===== config.mk =====
export PLATFORM = sky130hd
export DESIGN_NAME = stream_lookahead_buffer
export DESIGN_NICKNAME = d
export VERILOG_FILES = /design/src/rtl/stream_lookahead_buffer.sv
export SDC_FILE = /design/constraint.sdc
export NUM_CORES = 1
export LEC_CHECK = 0
export BUFFER_PORTS_ARGS = -buffer_cell sky130_fd_sc_hd__buf_4
export CORE_ASPECT_RATIO = 1.2
export CORE_MARGIN = 4
export CORE_UTILIZATION = 45
export CTS_CLUSTER_DIAMETER = 150
export DETAILED_ROUTE_END_ITERATION = 7
export PLACE_DENSITY = 0.63
export SYNTH_ARGS = -nofsm -noshare
export SYNTH_HDL_FRONTEND = slang
export SYNTH_SLANG_ARGS = --single-unit

===== constraint.sdc =====
create_clock -name clk -period 7.7 [get_ports clk]
set_clock_uncertainty 0.05 [all_clocks]
set_input_delay 0.77 -clock clk [delete_from_list [all_inputs] [get_ports clk]]
set_output_delay 0.77 -clock clk [all_outputs]
set_load 0.05 [all_outputs]

===== src/rtl/stream_lookahead_buffer.sv =====
// Circular character buffer presenting a PEEK-wide lookahead window with multi-char consume.
// Optional line/column tracking of window slot 0 is enabled by defining STREAM_POS_TRACK_EN.
module stream_lookahead_buffer #(
  parameter int DATA_W = 8,
  parameter int DEPTH  = 8,
  parameter int PEEK   = 4,
  parameter int POS_W  = 16
) (
  input  logic                         clk,
  input  logic                         rst_n,
  input  logic                         in_valid,
  input  logic [DATA_W-1:0]            in_data,
  input  logic                         in_last,
  output logic                         in_ready,
  output logic [PEEK*DATA_W-1:0]       peek_data,
  output logic [PEEK-1:0]              peek_valid,
  input  logic                         consume,
  input  logic [$clog2(PEEK+1)-1:0]    consume_n,
  input  logic                         flush,
  output logic [$clog2(DEPTH+1)-1:0]   count,
  output logic                         eof,
`ifdef STREAM_POS_TRACK_EN
  output logic [POS_W-1:0]             line,
  output logic [POS_W-1:0]             col,
`endif
  output logic                         err_ovc
);

  localparam int PTR_W = $clog2(DEPTH);
  localparam int CNT_W = $clog2(DEPTH+1);
  localparam int CN_W  = $clog2(PEEK+1);
  localparam int EW    = (CNT_W > CN_W) ? CNT_W : CN_W;

  logic [DATA_W-1:0] mem_q [DEPTH];
  logic [PTR_W-1:0]  rd_ptr_q, rd_ptr_d;
  logic [PTR_W-1:0]  wr_ptr_q, wr_ptr_d;
  logic [CNT_W-1:0]  count_q, count_d;
  logic              last_seen_q, last_seen_d;
  logic              err_q, err_d;
  logic              push;
  logic [CNT_W-1:0]  eff;
  logic [EW-1:0]     req_w, cnt_w;

  assign in_ready = (count_q < CNT_W'(DEPTH)) && !last_seen_q;
  assign push     = in_valid && in_ready;
  assign count    = count_q;
  assign eof      = last_seen_q && (count_q == '0);
  assign err_ovc  = err_q;

  // Over-consume is clipped to what is held; the request is flagged instead of underflowing.
  always_comb begin
    req_w = EW'(consume_n);
    cnt_w = EW'(count_q);
    eff   = '0;
    err_d = 1'b0;
    if (consume) begin
      if (req_w > cnt_w) begin
        eff   = count_q;
        err_d = 1'b1;
      end else begin
        eff   = CNT_W'(req_w);
      end
    end
  end

  always_comb begin
    rd_ptr_d    = rd_ptr_q + PTR_W'(eff);
    wr_ptr_d    = wr_ptr_q + PTR_W'(push);
    count_d     = count_q + CNT_W'(push) - eff;
    last_seen_d = last_seen_q || (push && in_last);
  end

  always_ff @(posedge clk or negedge rst_n) begin
    if (!rst_n) begin
      rd_ptr_q    <= '0;
      wr_ptr_q    <= '0;
      count_q     <= '0;
      last_seen_q <= 1'b0;
      err_q       <= 1'b0;
    end else if (flush) begin
      rd_ptr_q    <= '0;
      wr_ptr_q    <= '0;
      count_q     <= '0;
      last_seen_q <= 1'b0;
      err_q       <= 1'b0;
    end else begin
      rd_ptr_q    <= rd_ptr_d;
      wr_ptr_q    <= wr_ptr_d;
      count_q     <= count_d;
      last_seen_q <= last_seen_d;
      err_q       <= err_d;
    end
  end

  // Storage carries no reset; validity is tracked entirely by count_q.
  always_ff @(posedge clk) begin
    if (push && !flush) begin
      mem_q[wr_ptr_q] <= in_data;
    end
  end

  always_comb begin
    peek_data  = '0;
    peek_valid = '0;
    for (int k = 0; k < PEEK; k++) begin
      peek_data[k*DATA_W +: DATA_W] = mem_q[rd_ptr_q + PTR_W'(k)];
      peek_valid[k]                 = CNT_W'(k) < count_q;
    end
  end

`ifdef STREAM_POS_TRACK_EN
  localparam logic [POS_W-1:0] POS_MAX = '1;

  logic [POS_W-1:0] line_q, line_d;
  logic [POS_W-1:0] col_q, col_d;

  // Walk every consumed char oldest first; consume_n may reach beyond the visible window.
  always_comb begin
    line_d = line_q;
    col_d  = col_q;
    for (int k = 0; k < DEPTH; k++) begin
      if (CNT_W'(k) < eff) begin
        if (mem_q[rd_ptr_q + PTR_W'(k)] == DATA_W'('h0A)) begin
          if (line_d != POS_MAX) line_d = line_d + POS_W'(1);
          col_d = POS_W'(1);
        end else if (col_d != POS_MAX) begin
          col_d = col_d + POS_W'(1);
        end
      end
    end
  end

  always_ff @(posedge clk or negedge rst_n) begin
    if (!rst_n) begin
      line_q <= POS_W'(1);
      col_q  <= POS_W'(1);
    end else if (flush) begin
      line_q <= POS_W'(1);
      col_q  <= POS_W'(1);
    end else begin
      line_q <= line_d;
      col_q  <= col_d;
    end
  end

  assign line = line_q;
  assign col  = col_q;
`endif

endmodule


== Yosys cells after proc, flatten, opt, wreduce, memory -nomap -nowiden ==
Memory sizes are Yosys's and may differ from the RTL's.
Index checks and enable logic that the tools add are counted.
Word-level totals
  register bits: 12
  bits in writable memories: 64
  input bits: 17
  output and inout bits: 43
  logic and storage cells: 39
  memories kept: 1
Operators by class
  add/subtract/negate cells: 7
  $lt $le $gt $ge: 6
  multiplexer cells: 11
  reductions and logical operators: 9
Memory list
  mem_q: depth 8, bits a word 8, read ports 4, clocked after memory_dff 0, write ports 1, line 34  | logic [DATA_W-1:0] mem_q [DEPTH];
Operators with widths (number)
  $mux 4: 3
  $lt 1x4->1 const A: 2
  $lt 2x4->1 const A: 2
  $add 3x2->3 const B: 2
  $mux 1: 6
  $mux 3: 2
  $logic_and 1x1->1: 5
  $add 4x1->4: 1
  $gt 3x4->1: 1
  $logic_not 4->1: 1
  $lt 4x4->1 const B: 1
  $sub 4x4->4: 1
  $add 3x1->3: 1
  $add 3x1->3 const B: 1
  $add 3x3->3: 1
  $logic_not 1->1: 2
  $logic_or 1x1->1: 1

== Logic depth before layout (Yosys ltp) ==
Gate-level depths: netlist (run 1).
  word-level depth: 6
  gate-level depth with buffers: 14
  gate-level depth less buffers: 14

== Worst setup path before layout (run 1) ==
Ideal clock, no wire load.
  path kind: flip-flop to output port
  from: register count_q[3], in the netlist count[3]
  to: output eof
  arrival: 2.455 ns
  required time: 6.880 ns
  slack: 4.425 ns
  cell stages (with the launch flop): 5
  path buffers: 0
  cell sequence: dfrtp_1 > inv_1 > nand3_1 > or2_2 > nor2_1
On the way
  cells in the longest elaborated chain, start to end: 2
RTL lines
  start: declaration: line 37  | logic [CNT_W-1:0] count_q, count_d;
  start signal: assignment: line 89  | count_q <= count_d;
  $logic_not 4->1: line 47  | assign eof = last_seen_q && (count_q == '0);
  $logic_and 1x1->1: line 47
  end: declaration: line 21  | output logic eof,
No other way between the ends.

== Worst setup path in the final report (run 1) ==
  from: register rd_ptr_q[0]
  to: output peek_data[24]
On the way
  cells in the longest elaborated chain, start to end: 2
RTL lines
  start: declaration: line 35  | logic [PTR_W-1:0] rd_ptr_q, rd_ptr_d;
  start signal: assignment: line 87  | rd_ptr_q <= rd_ptr_d;
  $add 3x2->3: line 106  | peek_data[k*DATA_W +: DATA_W] = mem_q[rd_ptr_q + PTR_W'(k)];
  $mem_v2 8x8
  end: declaration: line 15  | output logic [PEEK*DATA_W-1:0] peek_data,
No other way between the ends.

==> impl_metrics.yaml, run 1 <==
clock_tree:
  clock_sinks: 76
  clk_path_buf_depth: 2
  insertion_delay_ns: 0.33
  cts_tree: "built"
  cts_made_buffers: 9
  cts.clk_slew.worst_paths_ns: 0.05
  post-cts-setup-buffers: 0
  postCtsHoldBufs: 0
  post_cts_resized: 0
  root_buffer: "clkbuf_16"
  htreeDepth: 3
global_routing:
  grt_usage: 0.161
  grt_max_degree: 68
  grt-ovfl-total: 0
  grt_pass1_wl_mm: 14.3
  antenna_found_initial: 0
  grt_pass1_vias: 2660
final_layout:
  fillCellCount: 849
  area_growth_pct: 16.7
  drive_gt1_frac: 0.496
  seq_area_um2: 2230
  multiInputGateArea_um2: 2240
  final_cells: 465
  diodes: 0
  nets: 367
timing:
  max_freq_ghz: 0.251
  whs_ns: 0.226
  drv_slew: 0
  final_hold_viol_count: 0
  period_share: 0.517
  rsz0062_at_grt: "no"
  fin_crit_ns: 3.98
  setup_viol: 0
  tightest_slew_ns: 1.10
  tns_ns: 0
  slew_headroom: 0.261
drt:
  antenna_left: 0
  dr_total_vias: 2565
  drt_iter0_drc: 83
  routed_wirelength_mm: 8.87
  drt-wirelength-per-cell_um: 19.1
  first_pass_iters: 4
  route.detailed.drc: 0
  viasPerCell: 5.52
critical_path:
  cp.arrival_ns: 3.16
  r2r_slack_ns: 4.74
  cp-start-kind: "flip-flop"
  worstRegToRegCells: 12
  worstReg2RegStart: "count[1]"
  startpoint: "rd_ptr_q[0]"
  crit_type: "reg -> out"
  cp-endpoint: "peek_data[24]"
  cp_max_fo: 67
  worstPathRequired_ns: 6.88
  setup.worst_path.end_class: "output pin"
  r2r-end: "rd_ptr_q[2]"
outcome:
  outcome: "completed"
logic_synthesis:
  synthCells: 276
  syn_nets: 309
  syn_area_per_cell_um2: 16.7
  synth_cell_type_count: 37
  synth_simple_gate_area_share: 0.0422
  synth_area_um2: 4600
  synthMuxAreaShare: 0.355
  synth_warnings: 0
  synth_xor_area_frac: 0.0215
  ys_seq_elements: 76
  yosysSeqAreaShare: 0.483
  synth_top_family_by_area: "multiplexers"
  synthAdderAreaFrac: 0.0468
  synth-compound-area-share: 0.0185
die:
  rows: 40
  die_h_um: 119
  die_w_um: 100
  io_pins: 60
  initial_core_util: 0.460
  core_um2: 10000
  dieArea_um2: 11900
job:
  drv_cap: 0
placement:
  numPlacedInstances: 449
  port_buffers: 59
  hpwl_mm: 6.27
  globalplace.congestion: 0.773
hold_path:
  hold_path.class: "in -> async"
-- sequential cells by signal, summed over array words and instances (netlist names) --
register / count
count: 4
last_seen_q: 1
rd_ptr_q: 3
mem_q: 64
err_ovc: 1
wr_ptr_q: 3
-- metal layers --
layer / track usage / share of wire
met5: 0 / 0
met2: 0.288 / 0.55
met4: 0.0615 / 0.014
met3: 0.0295 / 0.047
met1: 0.189 / 0.39
-- logic make-up (layout without fill, tap and decap cells) --
| family | Yosys count | after routing |
|---|---|---|
| adders and majority gates | 16 | 16 |
| and+or+nand+nor | 42 | 42 |
| AOI/OAI and AO/OA | 13 | 13 |
| buffers and inverters | 25 | 88 |
| DFF | 76 | 76 |
| muxes | 97 | 97 |
| xor gates and xnor gates | 7 | 7 |
-- per-stage QoR --
step,worst slack [ns],area [µm²],util
final,3.72,5370,0.537
after CTS,3.67,5370,0.537
after detailed placement,4.03,5120,0.511
after global placement,4.06,5120,0.511
after global routing,3.55,5370,0.537
after floorplan,4.42,4600,-
-- worst min-delay path by stage --
stage | to | slack, ns | cells past startpoint
floorplan | count[0] | 0.42 | 0
global placement | last_seen_q | 0.45 | 2
detailed placement | last_seen_q | 0.48 | 2
CTS | err_ovc | 0.23 | 1
global route | count[0] | 0.23 | 1
finish | count[2] | 0.23 | 1
-- synth_stat cells, drive strengths merged --
cell type | count | share of area
inv | 12 | 0.0098
dfrtp | 12 | 0.065
a21oi | 2 | 0.0022
o21a | 1 | 0.0016
ha | 14 | 0.038
clkbuf | 2 | 0.0016
or3 | 1 | 0.0014
nand3 | 1 | 0.0011
nor3b | 1 | 0.0016
nand2b | 3 | 0.0041
nor2b | 6 | 0.0082
nor2 | 18 | 0.015
edfxtp | 64 | 0.42
a311o | 1 | 0.0022
nor3 | 3 | 0.0033
fa | 2 | 0.0087
o31ai | 1 | 0.0016
mux2i | 1 | 0.0022
mux2 | 64 | 0.20
a21o | 2 | 0.0033
a31oi | 1 | 0.0014
o21ai | 4 | 0.0043
xor2 | 2 | 0.0079
buf | 11 | 0.021
a311oi | 1 | 0.0019
xnor2 | 5 | 0.014
nand2 | 8 | 0.0065
mux4 | 32 | 0.16
or2 | 1 | 0.0014
-- cell usage in the layout (no fill, tap or decap), types with 3 or more instances in the layout --
master      n
clkbuf_1    3
mux2_1      5
clkinv_1    3
edfxtp_1   64
mux2_4     49
nand2b_1    3
buf_4      60
nor2_1     18
dfrtp_1    11
mux4_2     32
clkbuf_16   9
ha_1       14
nand2_1     8
o21ai_1     3
xnor2_1     4
nor2b_1     6
mux2_2     10
inv_1      11
-- area by class of cell --
| cell class | count | share of cell area |
|---|---|---|
| Clock buffer | 12 | 0.0440 |
| Inverter | 12 | 0.00839 |
| Clock inverter | 4 | 0.00303 |
| Multi-Input combinational cell | 175 | 0.417 |
| Tap cell | 126 | 0.0294 |
| Sequential cell | 76 | 0.414 |
| Timing Repair Buffer | 60 | 0.0839 |
-- worst max-delay path: stages (launching register included) --
cell	delay, ns
dfrtp_4	1.15
inv_1	0.11
ha_1	0.31
xor2_4	0.47
mux4_2	0.57
buf_4	0.20
Power of run 1 is not shown: default switching activity piles up to over one toggle a cycle in this logic, so the estimate is an artifact.
==> run 2, diff against run 1 <==
clock period = 4.1 ns   (was 7.7 ns; I/O delays follow)
==> impl_metrics.yaml, run 2 (synthesized netlist as in run 1, its figures left out) <==
placement:
  globalplace.congestion: 0.717
  dp_slack_ns: 1.09
  port_buffers: 59
  hpwl_mm: 6.18
clock_tree:
  insertion_delay_ns: 0.33
  root_buffer: "clkbuf_16"
  post_cts_resized: 0
  htreeDepth: 3
  clk_path_buf_depth: 2
  cts.clk_slew.worst_paths_ns: 0.05
  cts_tree: "built"
  cts_made_buffers: 9
  clock_sinks: 76
  post-cts-setup-buffers: 0
final_layout:
  largest_reg_flops: 64
  diodes: 0
  multiInputGateArea_um2: 2240
  nets: 369
  area_growth_pct: 17.1
  seq_area_um2: 2230
  drive_gt1_frac: 0.500
  final_common_cell: "edfxtp_1"
  layout_common_cells: "edfxtp_1 (64), buf_4 (61), mux2_4 (49)"
  fillCellCount: 842
  final_core_util: 0.538
  largest_register: "mem_q"
critical_path:
  cp-start-kind: "flip-flop"
  worstPathRequired_ns: 3.64
  cp.arrival_ns: 2.79
  setup.worst_path.end_class: "output pin"
  worst_path_most_repeated_cell: "buf_4"
  cp_max_fo: 40
  cp_slowest_cell: "dfrtp_4"
  cpPeakStageDelay_ns: 0.70
  crit_type: "reg -> out"
  worstPathCellList: "buf_4 > mux2_2 > mux4_2 > buf_4"
timing:
  period_share: 0.792
  finalWorstSetupSlack_ns: 0.852
  final_hold_viol_count: 0
  tns_ns: 0
  drv_slew: 0
  setup_viol: 0
  fin_crit_ns: 3.25
  tightest_slew_ns: 1.06
  max_freq_ghz: 0.308
  rsz0062_at_grt: "no"
  whs_ns: 0.264
  slew_headroom: 0.287
drt:
  antenna_left: 0
  routed_wirelength_mm: 8.71
  first_pass_iters: 5
  drt_iter0_drc: 128
  drt-wirelength-per-cell_um: 18.7
  dr_total_vias: 2562
  route.detailed.drc: 0
  viasPerCell: 5.50
global_routing:
  grt_usage: 0.155
  antenna_found_initial: 0
  grt_pass1_vias: 2717
  grt_pass1_wl_mm: 13.9
  grt_max_degree: 41
  grt-ovfl-total: 0
hold_path:
  hold_path.class: "in -> reg"
die:
  die_h_um: 119
  io_pins: 60
  initial_core_util: 0.460
  die_w_um: 100
  rows: 40
  core_um2: 10000
  dieArea_um2: 11900
job:
  drv_cap: 0
outcome:
  outcome: "completed"
[run 2: metrics by stage]
step	cell area, µm²	cells
after floorplan	4600	276
after global placement	5120	450
final	5390	466
after CTS	5390	466
after global routing	5390	466
after detailed placement	5120	450
[run 2: worst max-delay path: cells and delay by family (launching register included)]
kind     cells  cell delay, ns
mux          2            0.92
flops        1            0.70
buf+inv      2            0.83
[run 2: timing repair]
item                       4_1_cts  5_1_grt
setup endpoints to repair        0        0
hold endpoints to repair        12        0
hold buffers                     1        0
[run 2: cell type report]
class                      instances  share of cell area
clock buffer                      11              0.0432
clock inverter                     4             0.00325
inverter                          12             0.00836
multi-input combinational        175               0.416
sequential                        76               0.413
tap                              126              0.0293
timing repair buffer              62              0.0869
[run 2: path summary, 6_finish.rpt]
check / slack, ns / from / cells past startpoint / to
min in group asynchronous: 0.41 / rst_n / 2 / count[1]
worst max register to register: 1.09 / count[1] / 12 / rd_ptr_q[2]
worst min-delay path: 0.26 / in_data[7] / 1 / mem_q[6][7]
worst max-delay path: 0.85 / rd_ptr_q[0] / 4 / peek_data[18]
max in group asynchronous: 3.41 / rst_n / 2 / rd_ptr_q[0]
worst min register to register: 0.48 / last_seen_q / 2 / last_seen_q
[run 2: metal layers]
layer / global-route usage / vias up / wire [µm]
met5: 0 / - / 0
met4: 0.0463 / 0 / 100
met3: 0.0342 / 9 / 452
met2: 0.283 / 62 / 4760
met1: 0.179 / 1293 / 3400
li1: - / 1198 / -
Power of run 2 is left out for the same reason.
==> run 3, diff against run 2 <==
ABC_AREA = 1   (was unset)
clock period = 3.15 ns   (was 4.1 ns; I/O delays follow)
==> impl_metrics.yaml, run 3 <==
outcome:
  outcome: "completed"
global_routing:
  grt_usage: 0.193
  grt_max_degree: 52
  grt-ovfl-total: 0
  grt_pass1_wl_mm: 17.5
  antenna_found_initial: 0
  grt_pass1_vias: 3545
timing:
  setup_viol: 0
  rsz0062_at_grt: "no"
  fin_crit_ns: 2.90
  drv_slew: 0
  final_hold_viol_count: 0
  max_freq_ghz: 0.345
  tns_ns: 0
  slew_headroom: 0.585
  tightest_slew_ns: 0.622
  period_share: 0.919
clock_tree:
  post-cts-setup-buffers: 0
  root_buffer: "clkbuf_16"
  clk_path_buf_depth: 2
  cts_tree: "built"
  clock_sinks: 76
  cts.clk_slew.worst_paths_ns: 0.06
  post_cts_resized: 0
  postCtsHoldBufs: 1
  htreeDepth: 3
  cts_made_buffers: 9
  insertion_delay_ns: 0.34
drt:
  routed_wirelength_mm: 11.1
  dr_total_vias: 3756
  viasPerCell: 5.22
  route.detailed.drc: 0
  drt-wirelength-per-cell_um: 15.4
  antenna_left: 0
  drt_iter0_drc: 230
  first_pass_iters: 5
logic_synthesis:
  synthTopCellsByCount: "nand2_1 (135), o21ai_0 (71), edfxtp_1 (64)"
  synth_top_area_share: 0.418
  synth_area_um2: 4600
  yosysSeqAreaShare: 0.484
  synthTopCellsByArea: "edfxtp_1 (42%), nand2_1 (11%), o21ai_0 (7.7%), dfrtp_1 (6.5%), inv_1 (5.0%)"
  synth.most_common_cell: "nand2_1"
  ys.flop_type: "edfxtp_1"
  async_flop_share: 0.158
  ys_seq_elements: 76
  syn_nets: 565
  synthCells: 532
  synth_warnings: 0
  synth_edf_count: 64
  synth_cell_type_count: 35
  syn_area_per_cell_um2: 8.64
  yosysTopAreaCell: "edfxtp_1"
final_layout:
  layout_common_cells: "nand2_1 (135), o21ai_0 (71), buf_4 (71)"
  final_common_cell: "nand2_1"
  largest_reg_flops: 64
  largest_register: "mem_q"
  area_growth_pct: 17.2
  drive_gt1_frac: 0.180
  nets: 622
  diodes: 0
critical_path:
  crit_type: "reg -> out"
  setup.worst_path.end_class: "output pin"
  cp_max_fo: 27
  cp.arrival_ns: 2.53
  cp-start-kind: "flip-flop"
  worstPathRequired_ns: 2.78
die:
  dieArea_um2: 11900
  die_w_um: 100
  core_um2: 10000
  die_h_um: 119
  rows: 40
  io_pins: 60
  initial_core_util: 0.459
hold_path:
  hold_path.class: "in -> reg"
job:
  drv_cap: 0
placement:
  hpwl_mm: 7.89
  port_buffers: 59
  globalplace.congestion: 0.830
## run 3: cell types whose count changed in the layout (fill, tap and decap cells not counted), moves of 5 or more
cell / before / now
nand2_1: 8 / 135
mux4_2: 32 / 0
o21ai_0: 1 / 71
mux2_1: 5 / 0
inv_1: 11 / 61
mux2_4: 49 / 0
nand4_1: 0 / 13
nor2b_1: 6 / 0
nor2_1: 18 / 55
o22a_1: 0 / 16
mux2_2: 10 / 0
o21ai_2: 0 / 11
o21ai_1: 3 / 19
buf_4: 61 / 71
## run 3: cells by family (layout without fill, tap and decap cells)
logic type / Yosys count / after routing / share of synthesized area
AO/OA/AOI/OAI: 129 / 129 / 0.166
multiplexers: 1 / 1 / 0.00218
XOR/XNOR: 5 / 5 / 0.0177
flip-flops: 76 / 76 / 0.484
adder cells (fa/ha/maj): 16 / 16 / 0.0468
AND/OR/NAND/NOR: 214 / 214 / 0.186
buffers and inverters: 91 / 153 / 0.0977
## run 3: critical path, cell delays in order, from the launching register on
cell and delay, ns:
dfrtp_4 0.59, inv_2 0.16, ha_1 0.27, xor2_4 0.35, inv_1 0.26, o21ai_0 0.15
o22a_1 0.19, buf_4 0.21
## run 3: cell type report
cell class              instances  area, µm²
multi-input cells             365       1920
fillers                       932       4620
well taps                     126        158
repair buffers                 72        543
inverters                      65        245
flip-flops and latches         76       2230
clock inverters                 7       66.3
clock buffers                   9        225
## run 3: final timing paths
| kind | startpoint | to | slack (ns) | depth (start not counted) |
|---|---|---|---|---|
| min reg2reg | wr_ptr_q[2] | wr_ptr_q[2] | 0.52 | 1 |
| min | in_last | last_seen_q | 0.15 | 3 |
| min in group asynchronous | rst_n | wr_ptr_q[0] | 0.30 | 2 |
| max in group asynchronous | rst_n | rd_ptr_q[0] | 2.57 | 2 |
| max | rd_ptr_q[0] | peek_data[31] | 0.25 | 7 |
| max reg2reg | count[1] | count[3] | 0.36 | 16 |
## run 3: metal layers
metal	vias up	wire [µm]	global-route usage
met5	-	0	0
met4	0	316	0.0977
met3	22	674	0.0342
met2	105	5490	0.317
met1	1729	4600	0.240
li1	1900	-	-
## run 3: metrics by stage
stage           util  area, µm²  cells  hold slack [ns]  worst slack [ns]
4_1_cts        0.538       5390    720            0.150             0.239
2_1_floorplan      -       4600    532          -0.0306             0.212
5_1_grt        0.538       5390    720            0.151            0.0915
3_5_place_dp   0.508       5090    703            0.118             0.392
6_report       0.538       5390    720            0.150             0.254
3_3_place_gp   0.508       5090    703            0.118             0.470
Power of run 3 is left out for the same reason.
